File: src/rtl/button_conditioner.sv
// Debounces N_BTNS bouncing push-buttons and optionally emits a one-clock press pulse.
// Optional feature macro: BTN_ONESHOT_EN (enables btns_pulse; otherwise it is tied to 0).
module button_conditioner #(
    parameter int N_BTNS    = 5,
    parameter int DB_CYCLES = 500000
) (
    input  logic              clk,
    input  logic              rst,
    input  logic [N_BTNS-1:0] btns_raw,
    output logic [N_BTNS-1:0] btns_level,
    output logic [N_BTNS-1:0] btns_pulse,
    output logic              btns_any
);

    localparam int CW = $clog2(DB_CYCLES + 1);
    localparam logic [CW-1:0] CNT_LAST = CW'(DB_CYCLES - 1);
    localparam logic [CW-1:0] CNT_ONE  = CW'(1);

    typedef enum logic [1:0] {
        IDLE         = 2'd0,
        PRESS_WAIT   = 2'd1,
        PRESSED      = 2'd2,
        RELEASE_WAIT = 2'd3
    } state_t;

    logic [N_BTNS-1:0] sync1;
    logic [N_BTNS-1:0] sync2;
    state_t            state [N_BTNS];
    logic [CW-1:0]     cnt   [N_BTNS];
`ifdef BTN_ONESHOT_EN
    logic [N_BTNS-1:0] pulse;
`endif

    // Two-flop synchronizer; sync2 is the sampled button value.
    always_ff @(posedge clk) begin
        if (rst) begin
            sync1 <= '0;
            sync2 <= '0;
        end else begin
            sync1 <= btns_raw;
            sync2 <= sync1;
        end
    end

    // Per-channel debounce FSMs; cnt counts consecutive samples that disagree with the level.
    always_ff @(posedge clk) begin
        if (rst) begin
            for (int i = 0; i < N_BTNS; i++) begin
                state[i] <= IDLE;
                cnt[i]   <= '0;
            end
            btns_level <= '0;
`ifdef BTN_ONESHOT_EN
            pulse      <= '0;
`endif
        end else begin
`ifdef BTN_ONESHOT_EN
            pulse <= '0;
`endif
            for (int i = 0; i < N_BTNS; i++) begin
                case (state[i])
                    IDLE: begin
                        if (sync2[i]) begin
                            state[i] <= PRESS_WAIT;
                            cnt[i]   <= CNT_ONE;
                        end else begin
                            cnt[i]   <= '0;
                        end
                    end
                    PRESS_WAIT: begin
                        if (!sync2[i]) begin
                            state[i] <= IDLE;
                            cnt[i]   <= '0;
                        end else if (cnt[i] == CNT_LAST) begin
                            state[i]      <= PRESSED;
                            cnt[i]        <= '0;
                            btns_level[i] <= 1'b1;
`ifdef BTN_ONESHOT_EN
                            pulse[i]      <= 1'b1;
`endif
                        end else begin
                            cnt[i] <= cnt[i] + CNT_ONE;
                        end
                    end
                    PRESSED: begin
                        if (!sync2[i]) begin
                            state[i] <= RELEASE_WAIT;
                            cnt[i]   <= CNT_ONE;
                        end else begin
                            cnt[i]   <= '0;
                        end
                    end
                    RELEASE_WAIT: begin
                        if (sync2[i]) begin
                            state[i] <= PRESSED;
                            cnt[i]   <= '0;
                        end else if (cnt[i] == CNT_LAST) begin
                            state[i]      <= IDLE;
                            cnt[i]        <= '0;
                            btns_level[i] <= 1'b0;
                        end else begin
                            cnt[i] <= cnt[i] + CNT_ONE;
                        end
                    end
                    default: begin
                        state[i]      <= IDLE;
                        cnt[i]        <= '0;
                        btns_level[i] <= 1'b0;
                    end
                endcase
            end
        end
    end

`ifdef BTN_ONESHOT_EN
    assign btns_pulse = pulse;
`else
    assign btns_pulse = '0;
`endif

    assign btns_any = |btns_level;

endmodule

File: config.mk
export PLATFORM = sky130hd
export DESIGN_NAME = button_conditioner
export DESIGN_NICKNAME = d
export VERILOG_FILES = /design/src/rtl/button_conditioner.sv
export SDC_FILE = /design/constraint.sdc
export NUM_CORES = 1
export LEC_CHECK = 0
export ABC_AREA = 1
export CAP_MARGIN = 15
export CORE_ASPECT_RATIO = 0.75
export CORE_UTILIZATION = 35
export CTS_BUF_LIST = sky130_fd_sc_hd__clkbuf_4
export CTS_CLUSTER_SIZE = 16
export DETAILED_ROUTE_END_ITERATION = 7
export PLACE_DENSITY = 0.56
export SLEW_MARGIN = 20
export SYNTH_ARGS = -nofsm -noshare
export SYNTH_HDL_FRONTEND = slang
export SYNTH_SLANG_ARGS = --single-unit
File: constraint.sdc
create_clock -name clk -period 3.3 [get_ports clk]
set_input_delay 0.825 -clock clk [delete_from_list [all_inputs] [get_ports clk]]
set_output_delay 0.825 -clock clk [all_outputs]
set_load 0.02 [all_outputs]
==> summary.txt <==
Place
  – Last weighted congestion value of the routability-driven placer: 0.8366
  – Dpl hpwl: 10040 um
  – Placed cell count: 1178
  – Port Buf Inserts: 12

Clock tree
  – Post-CTS setup repair buffer count: 0
  – Worst-path clk slew: roughly 100 ps
  – CTS Buf Count: 17
  – Cts hold-fix bufs: 0
  – Clock latency on the worst-skew pair: around 540 ps
  – H-tree Lvls: 4
  – # clock sinks: 120
  – TritonCTS clock tree: built
  – Max Root-Sink Buffers: 2
  – Root buffer cell: clkbuf_4
  – PostCTS Resize Cnt: 0

Critical path
  – Slowest CP cell: clkdlybuf4s50_1
  – CP Buf/Inv Count: 1
  – Critical path type: flip-flop to primary output
  – Critical path, cell by cell: nor2_1 -> nand3_1 -> clkdlybuf4s50_1
  – R2r endpoint: cnt[1][16]
  – Crit path from: btns_level[2]
  – Worst reg-to-reg setup slack: 1160 ps
  – Crit path depth: 3
  – Top delay family on crit path: buffers and inverters
  – Startpoint Class: flip-flop
  – Crit. End Element: primary output
  – Required time of the critical path: around 2500 ps
  – Crit path to: btns_any
  – CP max stage delay: about 600 ps
  – Critical Path AT: 1720 ps
  – Path depth of the worst reg2reg path: 9
  – Critical R2R Launch: cnt[1][0]
  – Worst-path fanout max: 3

Power
  – Max rail drop VDD: 0.0001940 V
  – Pwr dens: 448.2 mW/mm2
  – Lkg Pwr: 3.314 nW

Floorplanning
  – Starting Density: 35.65%
  – Die span in x: 167.7 um
  – I/O pin cnt: 18
  – Die Y: 126.3 um
  – Core area: 0.02021 mm2
  – Row count: 45
  – Die area: 0.02117 mm2

Routing
  – Final Routed Wirelength: 13410 um
  – Antenna Violating Nets Remaining: 0
  – Violation count after the first detailed-routing iteration: 258
  – Via count: 5348
  – Vias/cell: 4.416
  – Post-route DRC: 0
  – Drt pass-1 iters: 5
  – Post-DR wirelength/cell: 11.08 um

STA
  – Min Clock Period, post-route: 2546 ps
  – Final setup TNS: 0 ps
  – Clock skew: 25.36 ps
  – RSZ-0062 raised after global routing: false
  – Final setup viols: 0
  – Final Cycle Share: 77.14%
  – Slew Viols, Final: 0
  – Worst Max-Slew Pin Slew: slightly below 600 ps
  – Rel. slew slack: approximately three fifths
  – Final hold vios: 0
  – Fmax: 392.8 MHz

Yosys
  – Seq/Total Area, Yosys: 47.92%
  – Mapped Area: 0.007206 mm2
  – Post-synth top flop: edfxtp_1
  – #FFs+latches synth: 120
  – Synth Warn #: 0
  – EDFF count, synth: 105
  – Synth async-reset ratio: 0%
  – Avg Inst Size Synth: around 8.8 um2
  – Post-Syn Instances: 822
  – Cell variety after synth: 51

Run status
  – Outcome: finished, final reports clean

Run
  – Max-cap violations: 0

Global route
  – Largest net degree at the start of global routing: 20
  – Vias in the first global route: about 5000
  – First-pass GRT wire length: 23120 um
  – GRT Resource Usage Total: 13.70%
  – Initial antenna violation count: 1
  – Remaining global-route overflow: 0

Final layout
  – Layout Nets: 951
  – Reg area: between 0.003 and 0.004 mm2
  – Layout cell share with drive strength beyond 1: about an eighth
  – Fillers: 2050
  – Most common cell after layout, fill and taps aside: nor2_1
  – Multi-input gate area: 0.003620 mm2
  – Area delta synth->final: 13.96%
  – Final cell count without fillers: about 1200
  – Commonest cells after routing, fill and taps aside: 153 x nor2_1, 127 x nand2_1, 105 x edfxtp_1
  – Final core occ: 40.63%

Hold path
  – Worst Hold Path Cells: 2
  – Hold Path Class: flip-flop to flip-flop
[how the worst min path moves through the flow]
stage	start	endpoint
3_5_place_dp	sync1[1]	sync2[1]
2_1_floorplan	sync1[0]	sync2[0]
4_1_cts	sync1[1]	sync2[1]
3_3_place_gp	sync1[1]	sync2[1]
5_1_grt	sync1[3]	sync2[3]
6_report	sync1[1]	sync2[1]
[power breakdown]
group / leakage (nW) / total, mW / internal [mW] / switching (mW)
Sequential: 1.20 / 2.00 / 1.84 / 0.159
Clock: 0.163 / 1.09 / 0.537 / 0.556
Combinational: 1.95 / 0.592 / 0.200 / 0.392
[logic make-up after synthesis]
logic type | Yosys count | share of synthesized area, %
and+or+nand+nor | 460 | 32.14
DFF | 120 | 47.92
buffers and inverters | 118 | 6.945
AOI/OAI and AO/OA | 59 | 4.966
xor gates and xnor gates | 58 | 7.050
adders and majority gates | 5 | 0.8682
other | 2 | 0.1042
[cell usage after synthesis, types with 6 or more instances]
cell	number	area, um2
nor2_1	153	574.3
nand2_1	127	476.7
edfxtp_1	105	3153
inv_1	93	349.1
nand3_1	44	220.2
xor2_1	42	367.9
nor3_1	25	125.1
nor2_2	24	150.1
a21oi_1	18	90.09
nand4_1	18	112.6
xnor2_1	16	140.1
dfxtp_1	15	300.3
o21ai_0	14	70.07
nand2_2	12	75.07
nand3_2	12	120.1
nor4_1	10	62.56
inv_2	9	33.78
nor3_2	8	80.08
nor2_4	7	78.83
buf_4	6	45.04
[registers in the layout, indices dropped and copies added (netlist names)]
| signal | flops |
|---|---|
| btns_level | 5 |
| cnt | 95 |
| state | 10 |
| sync1 | 5 |
| sync2 | 5 |
[per-stage QoR]
stage	total power [mW]	worst slack (ps)	instance area (um2)	hold WS, ps
finish	3.681	754.4	8212	408.4
global route	3.903	647.5	8212	429.7
floorplan	2.494	1385	7574	388.3
global placement	2.612	463.8	7926	390.4
CTS	3.735	654.6	8209	412.8
detailed placement	2.622	445.8	7926	396.4
[worst min-delay path, cell delays in order, from the launching register on]
cell and delay (ps):
dfxtp_1 310, inv_1 40, nor2_1 30
[final cells by class]
cell class	count	area share [%]
clock buffer	20	1.828
tap	258	3.931
sequential	120	42.05
multi-input combinational	682	44.08
timing repair buffer	14	1.646
antenna	1	0.03047
inverter	104	4.815
clock inverter	12	1.615
[routing by layer]
layer / wire length (um) / part of all wire [%] / global-route usage (%) / up-vias
met5: 0 / 0 / 0 / -
met4: 207 / 1.5 / 5.181 / 0
met1: 7195 / 54 / 19.04 / 2418
met3: 343 / 2.6 / 3.174 / 13
li1: - / - / - / 2874
met2: 5665 / 42 / 20.69 / 43
No activity file was read; power rests on OpenSTA's default activity.
